[config.mk]
export PLATFORM = sky130hd
export DESIGN_NAME = fifo_drain_to_sram
export DESIGN_NICKNAME = d
export VERILOG_FILES = /design/src/rtl/fifo_drain_pkg.sv /design/src/rtl/fifo_drain_to_sram.sv
export SDC_FILE = /design/constraint.sdc
export NUM_CORES = 1
export LEC_CHECK = 0
export CORE_ASPECT_RATIO = 0.5
export CORE_MARGIN = 2
export CORE_UTILIZATION = 40
export DETAILED_ROUTE_END_ITERATION = 12
export DONT_BUFFER_PORTS = 1
export HOLD_SLACK_MARGIN = 0.08
export PLACE_DENSITY_LB_ADDON = 0.12
export SYNTH_ARGS = -nofsm -noshare
export SYNTH_HDL_FRONTEND = slang
export SYNTH_SLANG_ARGS = --single-unit
[constraint.sdc]
create_clock -name clk_clk -period 2.44 [get_ports clk_clk]
set_input_delay 0.366 -clock clk_clk [delete_from_list [all_inputs] [get_ports clk_clk]]
set_output_delay 0.366 -clock clk_clk [all_outputs]
set_load 0.03 [all_outputs]
[src/rtl/fifo_drain_pkg.sv]
// Shared types and constants for the FIFO-to-SRAM drain engine.
package fifo_drain_pkg;

    typedef enum logic [2:0] {
        S_IDLE,
        S_POLL_REQ,
        S_POLL_CAP,
        S_GAP,
        S_READ,
        S_WRITE,
        S_FIN
    } state_e;

    localparam logic [2:0] CSR_FILL_LEVEL = 3'd0;
    localparam logic [2:0] CSR_I_STATUS   = 3'd1;
    localparam logic [3:0] SRAM_BE_ALL    = 4'hF;

endpackage

[src/rtl/fifo_drain_to_sram.sv]
// Pops LEN words from the HPS-to-FPGA FIFO into on-chip SRAM from BASE.
// Optional empty-poll watchdog: define FIFO_DRAIN_TIMEOUT_EN.
module fifo_drain_to_sram
    import fifo_drain_pkg::*;
#(
    parameter int DATA_W   = 32,
    parameter int SRAM_AW  = 8,
    parameter int POLL_GAP = 16
`ifdef FIFO_DRAIN_TIMEOUT_EN
    ,
    parameter int TIMEOUT_CYC = 65535
`endif
) (
    input  logic               clk_clk,
    input  logic               reset_reset,
    input  logic               start,
    input  logic [SRAM_AW-1:0] base_addr,
    input  logic [SRAM_AW:0]   len,
    output logic               busy,
    output logic               done,
    output logic [SRAM_AW:0]   words_done,
`ifdef FIFO_DRAIN_TIMEOUT_EN
    output logic               timeout,
`endif
    output logic               fifo_out_read,
    input  logic [DATA_W-1:0]  fifo_out_readdata,
    input  logic               fifo_out_waitrequest,
    output logic [2:0]         fifo_csr_address,
    output logic               fifo_csr_read,
    output logic               fifo_csr_write,
    output logic [31:0]        fifo_csr_writedata,
    input  logic [31:0]        fifo_csr_readdata,
    output logic [SRAM_AW-1:0] sram_address,
    output logic               sram_clken,
    output logic               sram_chipselect,
    output logic               sram_write,
    output logic [DATA_W-1:0]  sram_writedata,
    output logic [3:0]         sram_byteenable
);

    localparam int LW = SRAM_AW + 1;

    state_e             state_q, state_d;
    logic [SRAM_AW-1:0] base_q, base_d;
    logic [LW-1:0]      rem_q, rem_d;
    logic [LW-1:0]      burst_q, burst_d;
    logic [LW-1:0]      wd_q, wd_d;
    logic [DATA_W-1:0]  data_q, data_d;
    logic [15:0]        gap_q, gap_d;
    logic               busy_q, busy_d;
    logic               done_q, done_d;
`ifdef FIFO_DRAIN_TIMEOUT_EN
    logic [31:0]        tmo_cnt_q, tmo_cnt_d;
    logic               tmo_q, tmo_d;
`endif

    always_ff @(posedge clk_clk or posedge reset_reset) begin
        if (reset_reset) begin
            state_q <= S_IDLE;
            base_q  <= '0;
            rem_q   <= '0;
            burst_q <= '0;
            wd_q    <= '0;
            data_q  <= '0;
            gap_q   <= '0;
            busy_q  <= 1'b0;
            done_q  <= 1'b0;
`ifdef FIFO_DRAIN_TIMEOUT_EN
            tmo_cnt_q <= '0;
            tmo_q     <= 1'b0;
`endif
        end else begin
            state_q <= state_d;
            base_q  <= base_d;
            rem_q   <= rem_d;
            burst_q <= burst_d;
            wd_q    <= wd_d;
            data_q  <= data_d;
            gap_q   <= gap_d;
            busy_q  <= busy_d;
            done_q  <= done_d;
`ifdef FIFO_DRAIN_TIMEOUT_EN
            tmo_cnt_q <= tmo_cnt_d;
            tmo_q     <= tmo_d;
`endif
        end
    end

    always_comb begin
        state_d = state_q;
        base_d  = base_q;
        rem_d   = rem_q;
        burst_d = burst_q;
        wd_d    = wd_q;
        data_d  = data_q;
        gap_d   = gap_q;
        busy_d  = busy_q;
        done_d  = 1'b0;
`ifdef FIFO_DRAIN_TIMEOUT_EN
        tmo_cnt_d = tmo_cnt_q;
        tmo_d     = tmo_q;
`endif
        unique case (state_q)
            S_IDLE: begin
                if (start) begin
                    base_d  = base_addr;
                    rem_d   = len;
                    wd_d    = '0;
                    busy_d  = 1'b1;
                    state_d = (len == '0) ? S_FIN : S_POLL_REQ;
`ifdef FIFO_DRAIN_TIMEOUT_EN
                    tmo_cnt_d = '0;
                    tmo_d     = 1'b0;
`endif
                end
            end
            S_POLL_REQ: state_d = S_POLL_CAP;
            S_POLL_CAP: begin
                if (fifo_csr_readdata == '0) begin
                    gap_d   = '0;
                    state_d = S_GAP;
                end else begin
                    // Never pop more than the job still needs.
                    if (fifo_csr_readdata >= 32'(rem_q))
                        burst_d = rem_q;
                    else
                        burst_d = fifo_csr_readdata[LW-1:0];
                    state_d = S_READ;
                end
            end
            S_GAP: begin
                if (gap_q == 16'(POLL_GAP - 1)) begin
                    gap_d   = '0;
                    state_d = S_POLL_REQ;
                end else begin
                    gap_d = gap_q + 16'd1;
                end
            end
            S_READ: begin
                if (!fifo_out_waitrequest) begin
                    data_d  = fifo_out_readdata;
                    state_d = S_WRITE;
                end
            end
            S_WRITE: begin
                wd_d    = wd_q + LW'(1);
                rem_d   = rem_q - LW'(1);
                burst_d = burst_q - LW'(1);
                if (rem_q == LW'(1))
                    state_d = S_FIN;
                else if (burst_q > LW'(1))
                    state_d = S_READ;
                else
                    state_d = S_POLL_REQ;
            end
            S_FIN: begin
                done_d  = 1'b1;
                busy_d  = 1'b0;
                state_d = S_IDLE;
            end
            default: state_d = S_IDLE;
        endcase
`ifdef FIFO_DRAIN_TIMEOUT_EN
        // Watchdog only runs while starved; any accepted pop rearms it.
        if (state_q == S_GAP || state_q == S_POLL_REQ ||
            state_q == S_POLL_CAP) begin
            if (tmo_cnt_q >= 32'(TIMEOUT_CYC - 1)) begin
                tmo_cnt_d = '0;
                tmo_d     = 1'b1;
                state_d   = S_FIN;
            end else begin
                tmo_cnt_d = tmo_cnt_q + 32'd1;
            end
        end else if (state_q == S_READ && !fifo_out_waitrequest) begin
            tmo_cnt_d = '0;
        end
`endif
    end

    logic wr_cyc;
    assign wr_cyc = (state_q == S_WRITE);

    assign busy       = busy_q;
    assign done       = done_q;
    assign words_done = wd_q;
`ifdef FIFO_DRAIN_TIMEOUT_EN
    assign timeout    = tmo_q;
`endif

    assign fifo_out_read      = (state_q == S_READ);
    assign fifo_csr_address   = CSR_FILL_LEVEL;
    assign fifo_csr_read      = (state_q == S_POLL_REQ);
    assign fifo_csr_write     = 1'b0;
    assign fifo_csr_writedata = '0;

    assign sram_clken      = 1'b1;
    assign sram_chipselect = wr_cyc;
    assign sram_write      = wr_cyc;
    assign sram_address    = base_q + wd_q[SRAM_AW-1:0];
    assign sram_writedata  = wr_cyc ? data_q : '0;
    assign sram_byteenable = SRAM_BE_ALL;

endmodule

==> results of run 1 <==
[power breakdown]
part           internal, mW  leakage [nW]  total, mW  switching (mW)
registers              2.09          1.09       2.54           0.455
logic                  1.49          1.67       3.55            2.06
clock network         0.815         0.153       1.46           0.643
[registers in the layout, summed over array words and instances (netlist names), 3 cells and up]
name / count
data_q: 32
words_done: 9
burst_q: 9
base_q: 8
gap_q: 16
rem_q: 9
state_q: 3
[routing by layer]
metal	vias to the layer above	share of wire
met4	0	0.0091
met3	10	0.077
met2	132	0.45
met1	1996	0.47
li1	2016	-
met5	-	0
[kinds of logic (layout without fill, tap and decap cells)]
family / Yosys count / after routing / synth area share
and+or+nand+nor: 207 / 207 / 0.2076
AOI/OAI and AO/OA: 103 / 103 / 0.1230
DFF: 88 / 88 / 0.4156
buffers and inverters: 87 / 112 / 0.09209
muxes: 42 / 42 / 0.08808
adders and majority gates: 23 / 23 / 0.05573
xor gates and xnor gates: 10 / 10 / 0.01653
other: 2 / 41 / 0.001417
[final cells by class]
class / count / area [sq um] / share of cell area
multi-input cells: 426 / 2800 / 0.4514
flip-flops and latches: 88 / 2202 / 0.3550
repair buffers: 71 / 581.8 / 0.09379
clock buffers: 9 / 225.2 / 0.03630
well taps: 170 / 212.7 / 0.03429
inverters: 25 / 100.1 / 0.01614
clock inverters: 7 / 81.33 / 0.01311
[what timing repair did]
action / 4_1_cts / 5_1_grt
endpoints found under the setup margin: 4 / 35
resized for setup: 9 / 5
gates cloned: 0 / 1
hold endpoints to repair: 11 / 0
hold buffers: 1 / 0
setup buffers: 1 / 2
pin swaps: 7 / 4
[final timing paths]
path	from	endpoint	slack (ns)	depth (start not counted)
worst max-delay path	base_q[0]$_DFFE_PP0P_	sram_address[6]	-0.13	10
worst min-delay path	base_addr[0]	base_q[0]$_DFFE_PP0P_	0.13	2
worst max register to register	rem_q[6]$_DFFE_PP0P_	burst_q[5]$_DFFE_PP0P_	0.15	8
worst min register to register	base_q[5]$_DFFE_PP0P_	base_q[5]$_DFFE_PP0P_	0.48	2
max in group asynchronous	reset_reset	data_q[28]$_DFFE_PP0P_	1.34	3
min in group asynchronous	reset_reset	base_q[0]$_DFFE_PP0P_	0.46	2
[cell usage after synthesis (4+ instances only)]
| master | count | area [sq um] |
|---|---|---|
| nand4_1 | 8 | 50.05 |
| a21oi_1 | 17 | 85.08 |
| nor3_1 | 17 | 85.08 |
| buf_4 | 43 | 322.8 |
| o31ai_1 | 8 | 60.06 |
| and3_1 | 6 | 37.54 |
| a31oi_1 | 4 | 25.02 |
| nand2_1 | 58 | 217.7 |
| xor2_1 | 4 | 35.03 |
| or4_1 | 4 | 30.03 |
| clkbuf_1 | 15 | 56.30 |
| and2_1 | 35 | 219.0 |
| xnor2_1 | 6 | 52.55 |
| mux2_2 | 33 | 371.6 |
| nor2_1 | 30 | 112.6 |
| nor3b_1 | 5 | 37.54 |
| buf_1 | 4 | 15.01 |
| ha_1 | 22 | 275.3 |
| mux2i_1 | 8 | 80.08 |
| nor4_1 | 8 | 50.05 |
| dfrtp_1 | 88 | 2202 |
| o21ai_0 | 40 | 200.2 |
| inv_1 | 24 | 90.09 |
| nand3_1 | 11 | 55.05 |
| nor2b_1 | 9 | 56.30 |
| a21o_1 | 5 | 37.54 |
==> flow_summary.yaml, run 1 <==
outcome:
  violations: "setup timing"
  status: "complete, but fails checks"
grt:
  grt_max_degree: 51
  use_met3: 0.07509
  grt_first_pass_wirelength_mm: 20.98
  antenna_found_initial: 1
  met2_usage: 0.2945
  overflow: 0
  use_met1: 0.2399
  grt_usage: 0.1863
  grt-busiest-layer: "met2"
  first_global_vias: 3970
timing:
  maxSlewViolCount: 0
  worst_pin_slew_ns: 0.6110
  max_slew_margin: 0.5869
  period_minus_slack_ns: 2.568
  hold_viol_final: 0
  finalSetupViolations: 1
  fin_setup_tns_ns: -0.1283
  rsz0062_at_grt: "true"
  holdWs_ns: 0.1284
  worst_slack_ns: -0.1283
  period_share: 1.053
  fmax_mhz: 389.4
  finClkSkew_ns: 0.01326
synth:
  synth-seq-area-share: 0.4156
  synth_area_per_cell_sq_um: 9.429
  ys_types: 58
  ys_ff_latch: 88
  ys.flop_type: "dfrtp_1"
  synth-edff-count: 0
  async_reset_ff_frac: 1.000
  syn_inst: 562
  yosysWarnings: 0
  syn_area_sq_um: 5299
route:
  dr.first_iter.drc_count: 172
  viasPerCell: 5.219
  wl_mm: 13.11
  drc: 0
  ant_nets: 0
  wl_per_cell_um: 16.47
  via_count: 4154
  firstDrtPassIters: 4
floorplan:
  num_rows: 29
  dieArea_sq_um: 14240
  fp.dieW_um: 166.8
  initial_core_util: 0.4137
  die_y_um: 85.39
  coreArea_sq_um: 12810
  pin_count: 181
critical_path:
  end_kind: "output pin"
  setup.worst_path.class: "register to output pin"
  critPathLaunchType: "register"
  worstPathArrival_ns: 2.20
  required_ns: 2.07
  path_cells: "ha_2 -> inv_2 -> fa_2 -> nor2b_1 -> o21ai_2 -> a21boi_2 -> o21a_1 -> nor2_2 -> xnor2_2 -> buf_6"
  path_buf_inv: 2
  worstPathMaxFanout: 2
  critPathTopFamily: "adder cells"
  slowest_delay_ns: 0.35
  slowest_stage: "dfrtp_1"
place:
  dp_cells: 775
  port_buffers: 0
  hpwl_mm: 9.643
  placed_area_sq_um: 5803
  place_congestion: 0.8033
  place_ws_ns: 0.09286
power:
  total_power_mw: 7.550
  ir_worst_vdd_v: 0.0005076
  p_leak_nw: 2.914
  power_density_nw_per_um2: 1217
clock_network:
  clk_pin_slew_ns: 0.07
  cts_root_buffer: "clkbuf_16"
  insertion_delay_ns: 0.35
  cts_buffer_depth: 2
  cts_tree: "yes"
  cts_made_buffers: 9
  cts_sinks: 88
  htreeDepth: 3
run:
  drv_cap: 0
layout:
  diodes: 0
  design_area_sq_um: 6203
  postLayoutCoreUtil: 0.4843
  mostFrequentLayoutCell: "dfrtp_1"
  n_fill_cell: 1220
  drive_gt1_frac: 0.2236
  final_cell_mix: "88 x dfrtp_1, 66 x buf_4, 58 x nand2_1, 41 x conb_1, 38 x o21ai_0"
  area_growth_pct: 17.07
  fin_nets: 729
  stdcell_count: 796
worst_hold_path:
  hold_class: "input port to register"
Power figures use the tool's default switching activity.
==> run 2, diff against run 1 <==
Settings changed: TNS_END_PERCENT set to 20.
==> flow_summary.yaml, run 2 (synthesis gave the netlist of run 1 again) <==
critical_path:
  end_kind: "output pin"
  setup.worst_path.class: "register to output pin"
  slowest_delay_ns: 0.36
  required_ns: 2.07
  worstPathArrival_ns: 2.18
  slowest_stage: "dfrtp_1"
  path_cells: "ha_2 -> inv_2 -> fa_2 -> nor2b_2 -> o21ai_2 -> a21boi_2 -> o21a_1 -> nor2_2 -> xnor2_2 -> buf_6"
  worstPathMaxFanout: 2
  critPathLaunchType: "register"
outcome:
  violations: "setup timing"
  status: "complete, but fails checks"
layout:
  postLayoutCoreUtil: 0.4847
  final_cell_mix: "88 x dfrtp_1, 68 x buf_4, 58 x nand2_1, 41 x conb_1, 38 x o21ai_0"
  diodes: 0
  top_regs: "data_q x32, gap_q x16"
  fin_nets: 732
  largest_reg_flops: 32
  mostFrequentLayoutCell: "dfrtp_1"
  largest_register: "data_q"
  area_growth_pct: 17.17
  drive_gt1_frac: 0.2289
floorplan:
  dieArea_sq_um: 14240
  num_rows: 29
  die_y_um: 85.39
  pin_count: 181
  coreArea_sq_um: 12810
  fp.dieW_um: 166.8
  initial_core_util: 0.4137
route:
  firstDrtPassIters: 4
  drc: 0
  wl_per_cell_um: 15.95
  viasPerCell: 5.204
  via_count: 4158
  dr.first_iter.drc_count: 268
  wl_mm: 12.75
  ant_nets: 0
timing:
  worst_slack_ns: -0.1102
  period_minus_slack_ns: 2.550
  max_slew_margin: 0.6103
  hold_viol_final: 0
  finClkSkew_ns: 0.01459
  worst_pin_slew_ns: 0.5764
  maxSlewViolCount: 0
  period_share: 1.045
  finalSetupViolations: 2
  rsz0062_at_grt: "true"
  holdWs_ns: 0.1243
  fin_setup_tns_ns: -0.1134
  fmax_mhz: 392.1
place:
  port_buffers: 0
  place_congestion: 0.7835
  place_ws_ns: 0.1000
  hpwl_mm: 9.364
grt:
  grt-busiest-layer: "met2"
  grt_first_pass_wirelength_mm: 21.07
  met2_usage: 0.2900
  use_met3: 0.08162
  use_met1: 0.2393
  antenna_found_initial: 0
  grt_max_degree: 50
  overflow: 0
  grt_usage: 0.1852
  first_global_vias: 4148
power:
  power.switching_mw: 3.102
  comb_power_share: 0.474
  pwr-share-clk: 0.188
  p_seq_frac: 0.338
  ir_worst_vdd_v: 0.0004857
  switching_share: 0.4149
  internal_power_mw: 4.373
  p_leak_nw: 2.913
  power_density_nw_per_um2: 1204
clock_network:
  cts_buffer_depth: 2
  insertion_delay_ns: 0.35
  cts_tree: "yes"
  htreeDepth: 3
  cts_made_buffers: 9
  cts_sinks: 88
  cts_root_buffer: "clkbuf_16"
  clk_pin_slew_ns: 0.07
worst_hold_path:
  hold_class: "input port to register"
run:
  drv_cap: 0
-- run 2: cell count changes in the layout (fill, tap and decap cells not counted), moves of 2 or more --
cell / delta
buf_6: +2
buf_4: +2
inv_6: -3
clkinvlp_4: +2
-- run 2: final timing paths --
path	startpoint	to	slack [ns]	cells past startpoint
worst max register to register	rem_q[2]$_DFFE_PP0P_	burst_q[5]$_DFFE_PP0P_	0.16	8
min in group asynchronous	reset_reset	data_q[0]$_DFFE_PP0P_	0.40	2
worst min register to register	base_q[0]$_DFFE_PP0P_	base_q[0]$_DFFE_PP0P_	0.49	2
worst max-delay path	words_done[0]$_DFFE_PP0P_	sram_address[6]	-0.11	10
max in group asynchronous	reset_reset	data_q[14]$_DFFE_PP0P_	1.36	3
worst min-delay path	base_addr[7]	base_q[7]$_DFFE_PP0P_	0.12	2
-- run 2: routing by layer --
layer,part of all wire,vias to the layer above
met5,0,-
met4,0.0098,0
met3,0.094,11
met2,0.44,140
met1,0.46,1982
li1,-,2025
-- run 2: what timing repair did --
| action | 4_1_cts | 5_1_grt |
|---|---|---|
| pin swaps | 7 | 3 |
| gates resized for setup | 9 | 8 |
| buffers inserted | 4 | 0 |
| cloned | 0 | 0 |
| endpoints found under the hold margin | 52 | 0 |
| endpoints found under the setup margin | 3 | 3 |
| hold buffers | 1 | 0 |
-- run 2: per-stage QoR --
| step | instance area, sq um | std cells | power [mW] |
|---|---|---|---|
| detailed placement | 5826 | 778 | 6.025 |
| CTS | 6186 | 799 | 7.505 |
| global placement | 5826 | 778 | 5.992 |
| finish | 6208 | 799 | 7.475 |
| global route | 6208 | 799 | 8.054 |
| floorplan | 5456 | 601 | 5.005 |
-- run 2: power by group through the flow --
stage	Clock, mW	Combinational (mW)	Sequential, mW
after floorplan	0	2.52	2.49
after global placement	0	3.46	2.53
after detailed placement	0	3.48	2.55
after CTS	1.44	3.53	2.53
after global routing	1.51	3.93	2.62
final	1.40	3.55	2.53
-- run 2: area by class of cell --
| type | count | area, sq um |
|---|---|---|
| multi-input cells | 426 | 2805 |
| fillers | 1227 | 6600 |
| flip-flops and latches | 88 | 2202 |
| clock buffers | 10 | 229.0 |
| repair buffers | 74 | 594.3 |
| inverters | 25 | 97.59 |
| well taps | 170 | 212.7 |
| clock inverters | 6 | 67.56 |
-- run 2: critical path: cells and delay by family, from the launching register on --
family / cells / cell delay (ns)
buffers and inverters: 2 / 0.19
adder cells (fa/ha/maj): 2 / 0.55
XOR/XNOR: 1 / 0.13
AO/OA/AOI/OAI: 3 / 0.41
AND/OR/NAND/NOR: 2 / 0.19
flip-flops: 1 / 0.36
==> run 3, diff against run 2 <==
Settings changed: MAX_ROUTING_LAYER set to met4, SKIP_LAST_GASP set to 1.
==> flow_summary.yaml, run 3 (synthesis gave the netlist of run 1 again) <==
route:
  wl_mm: 12.76
  viasPerCell: 5.185
  ant_nets: 0
  via_count: 4143
  dr_wl_met3_mm: 1.068
  dr.first_iter.drc_count: 261
  wl_met1_mm: 5.905
  met2_length_mm: 5.658
  top_layer_used: "met4"
  drc: 0
  firstDrtPassIters: 4
  wl_per_cell_um: 15.96
critical_path:
  setup.worst_path.class: "register to output pin"
  required_ns: 2.07
  path_buf_inv: 2
  worstPathMaxFanout: 2
  worstPathArrival_ns: 2.19
  path_cells: "ha_2 -> inv_1 -> fa_2 -> nor2b_2 -> o21ai_2 -> a21boi_2 -> o21a_1 -> nor2_2 -> xnor2_2 -> buf_6"
  critPathLaunchType: "register"
  end_kind: "output pin"
  slowest_stage: "dfrtp_1"
  critPathTopFamily: "adder cells"
  slowest_delay_ns: 0.36
layout:
  fin_nets: 732
  largest_reg_flops: 32
  largest_register: "data_q"
  postLayoutCoreUtil: 0.4839
  multiInputGateArea_sq_um: 2803
  top_regs: "data_q x32, gap_q x16"
  drive_gt1_frac: 0.2258
  area.sequential_sq_um: 2202
  n_fill_cell: 1228
  final_cell_mix: "88 x dfrtp_1, 70 x buf_4, 58 x nand2_1, 41 x conb_1, 38 x o21ai_0"
  diodes: 0
  design_area_sq_um: 6198
  mostFrequentLayoutCell: "dfrtp_1"
  area_growth_pct: 16.98
grt:
  grt_usage: 0.1903
  first_global_vias: 4154
  grt_first_pass_wirelength_mm: 21.07
  grt_max_degree: 50
  overflow: 0
  antenna_found_initial: 0
floorplan:
  coreArea_sq_um: 12810
  fp.dieW_um: 166.8
  initial_core_util: 0.4137
  dieArea_sq_um: 14240
  die_y_um: 85.39
  num_rows: 29
  pin_count: 181
timing:
  worst_slack_ns: -0.1164
  max_slew_margin: 0.6096
  finClkSkew_ns: 0.01077
  maxSlewViolCount: 0
  holdWs_ns: 0.1261
  period_minus_slack_ns: 2.556
  fin_setup_tns_ns: -0.2632
  fmax_mhz: 391.2
  period_share: 1.048
  rsz0062_at_grt: "true"
  worst_pin_slew_ns: 0.5775
  finalSetupViolations: 3
  hold_viol_final: 0
clock_network:
  clk_pin_slew_ns: 0.07
  cts_tree: "yes"
  insertion_delay_ns: 0.35
  htreeDepth: 3
  cts_root_buffer: "clkbuf_16"
  cts_sinks: 88
  cts_made_buffers: 9
  cts_buffer_depth: 2
outcome:
  status: "complete, but fails checks"
  violations: "setup timing"
worst_hold_path:
  hold_class: "input port to register"
place:
  hpwl_mm: 9.364
  place_congestion: 0.7944
  port_buffers: 0
  placed_area_sq_um: 5826
run:
  drv_cap: 0
power:
  power_density_nw_per_um2: 1203
  p_leak_nw: 2.911
  ir_worst_vdd_v: 0.0004855
## run 3: changes by cell type in the layout (fill, tap and decap cells not counted)
cell | before | now
inv_2 | 2 | 1
nor2_1 | 28 | 29
inv_1 | 22 | 23
buf_4 | 68 | 70
buf_6 | 3 | 1
nor2_2 | 3 | 2
## run 3: final cells by class
class	instances	area share
repair buffers	74	0.09467
flip-flops and latches	88	0.3553
multi-input cells	426	0.4522
clock buffers	10	0.03694
inverters	25	0.01574
clock inverters	6	0.01090
well taps	170	0.03432
## run 3: final timing paths
path,slack (ns),endpoint,from,cells past startpoint
setup / recovery,-0.12,sram_address[6],words_done[0]$_DFFE_PP0P_,10
max in group asynchronous,1.36,data_q[14]$_DFFE_PP0P_,reset_reset,3
setup reg to reg,0.17,burst_q[5]$_DFFE_PP0P_,rem_q[3]$_DFFE_PP0P_,8
hold reg to reg,0.49,base_q[4]$_DFFE_PP0P_,base_q[4]$_DFFE_PP0P_,2
min in group asynchronous,0.40,data_q[0]$_DFFE_PP0P_,reset_reset,2
hold / removal,0.13,base_q[7]$_DFFE_PP0P_,base_addr[7],2
## run 3: worst reg2reg max path, cell delays in order, from the launching register on
cell,delay (ns)
dfrtp_1,0.38
inv_1,0.12
ha_1,0.25
o21a_1,0.11
o2111ai_1,0.17
a21oi_1,0.07
a2111o_1,0.55
mux2_4,0.35
a21o_1,0.17
## run 3: per-layer routing
| layer | vias up | global-route usage |
|---|---|---|
| met2 | 152 | 0.2915 |
| met3 | 12 | 0.06623 |
| li1 | 2027 | - |
| met1 | 1952 | 0.2457 |
| met4 | 0 | 0.03997 |
| met5 | - | - |
## run 3: report_power, final
group	switching, mW	total [mW]	internal [mW]
Sequential	0.443	2.53	2.09
Clock	0.602	1.40	0.798
Combinational	2.05	3.53	1.48
Total	3.09	7.46	4.36
## run 3: what timing repair did
item                                    in CTS  in global routing
cloned                                       0                  0
resized for setup                            9                  4
endpoints found under the setup margin       3                  3
setup buffers                                4                  0
hold endpoints to repair                    52                  0
hold buffers                                 1                  0
pin swaps                                    5                  2
## run 3: through the flow
step / setup WS (ns) / power, mW / instances
after detailed placement: 0.1000 / 6.025 / 778
final: -0.1164 / 7.455 / 799
after global placement: 0.1023 / 5.992 / 778
after global routing: -0.2663 / 8.038 / 799
after floorplan: -0.05796 / 5.005 / 601
after CTS: -0.1146 / 7.504 / 799
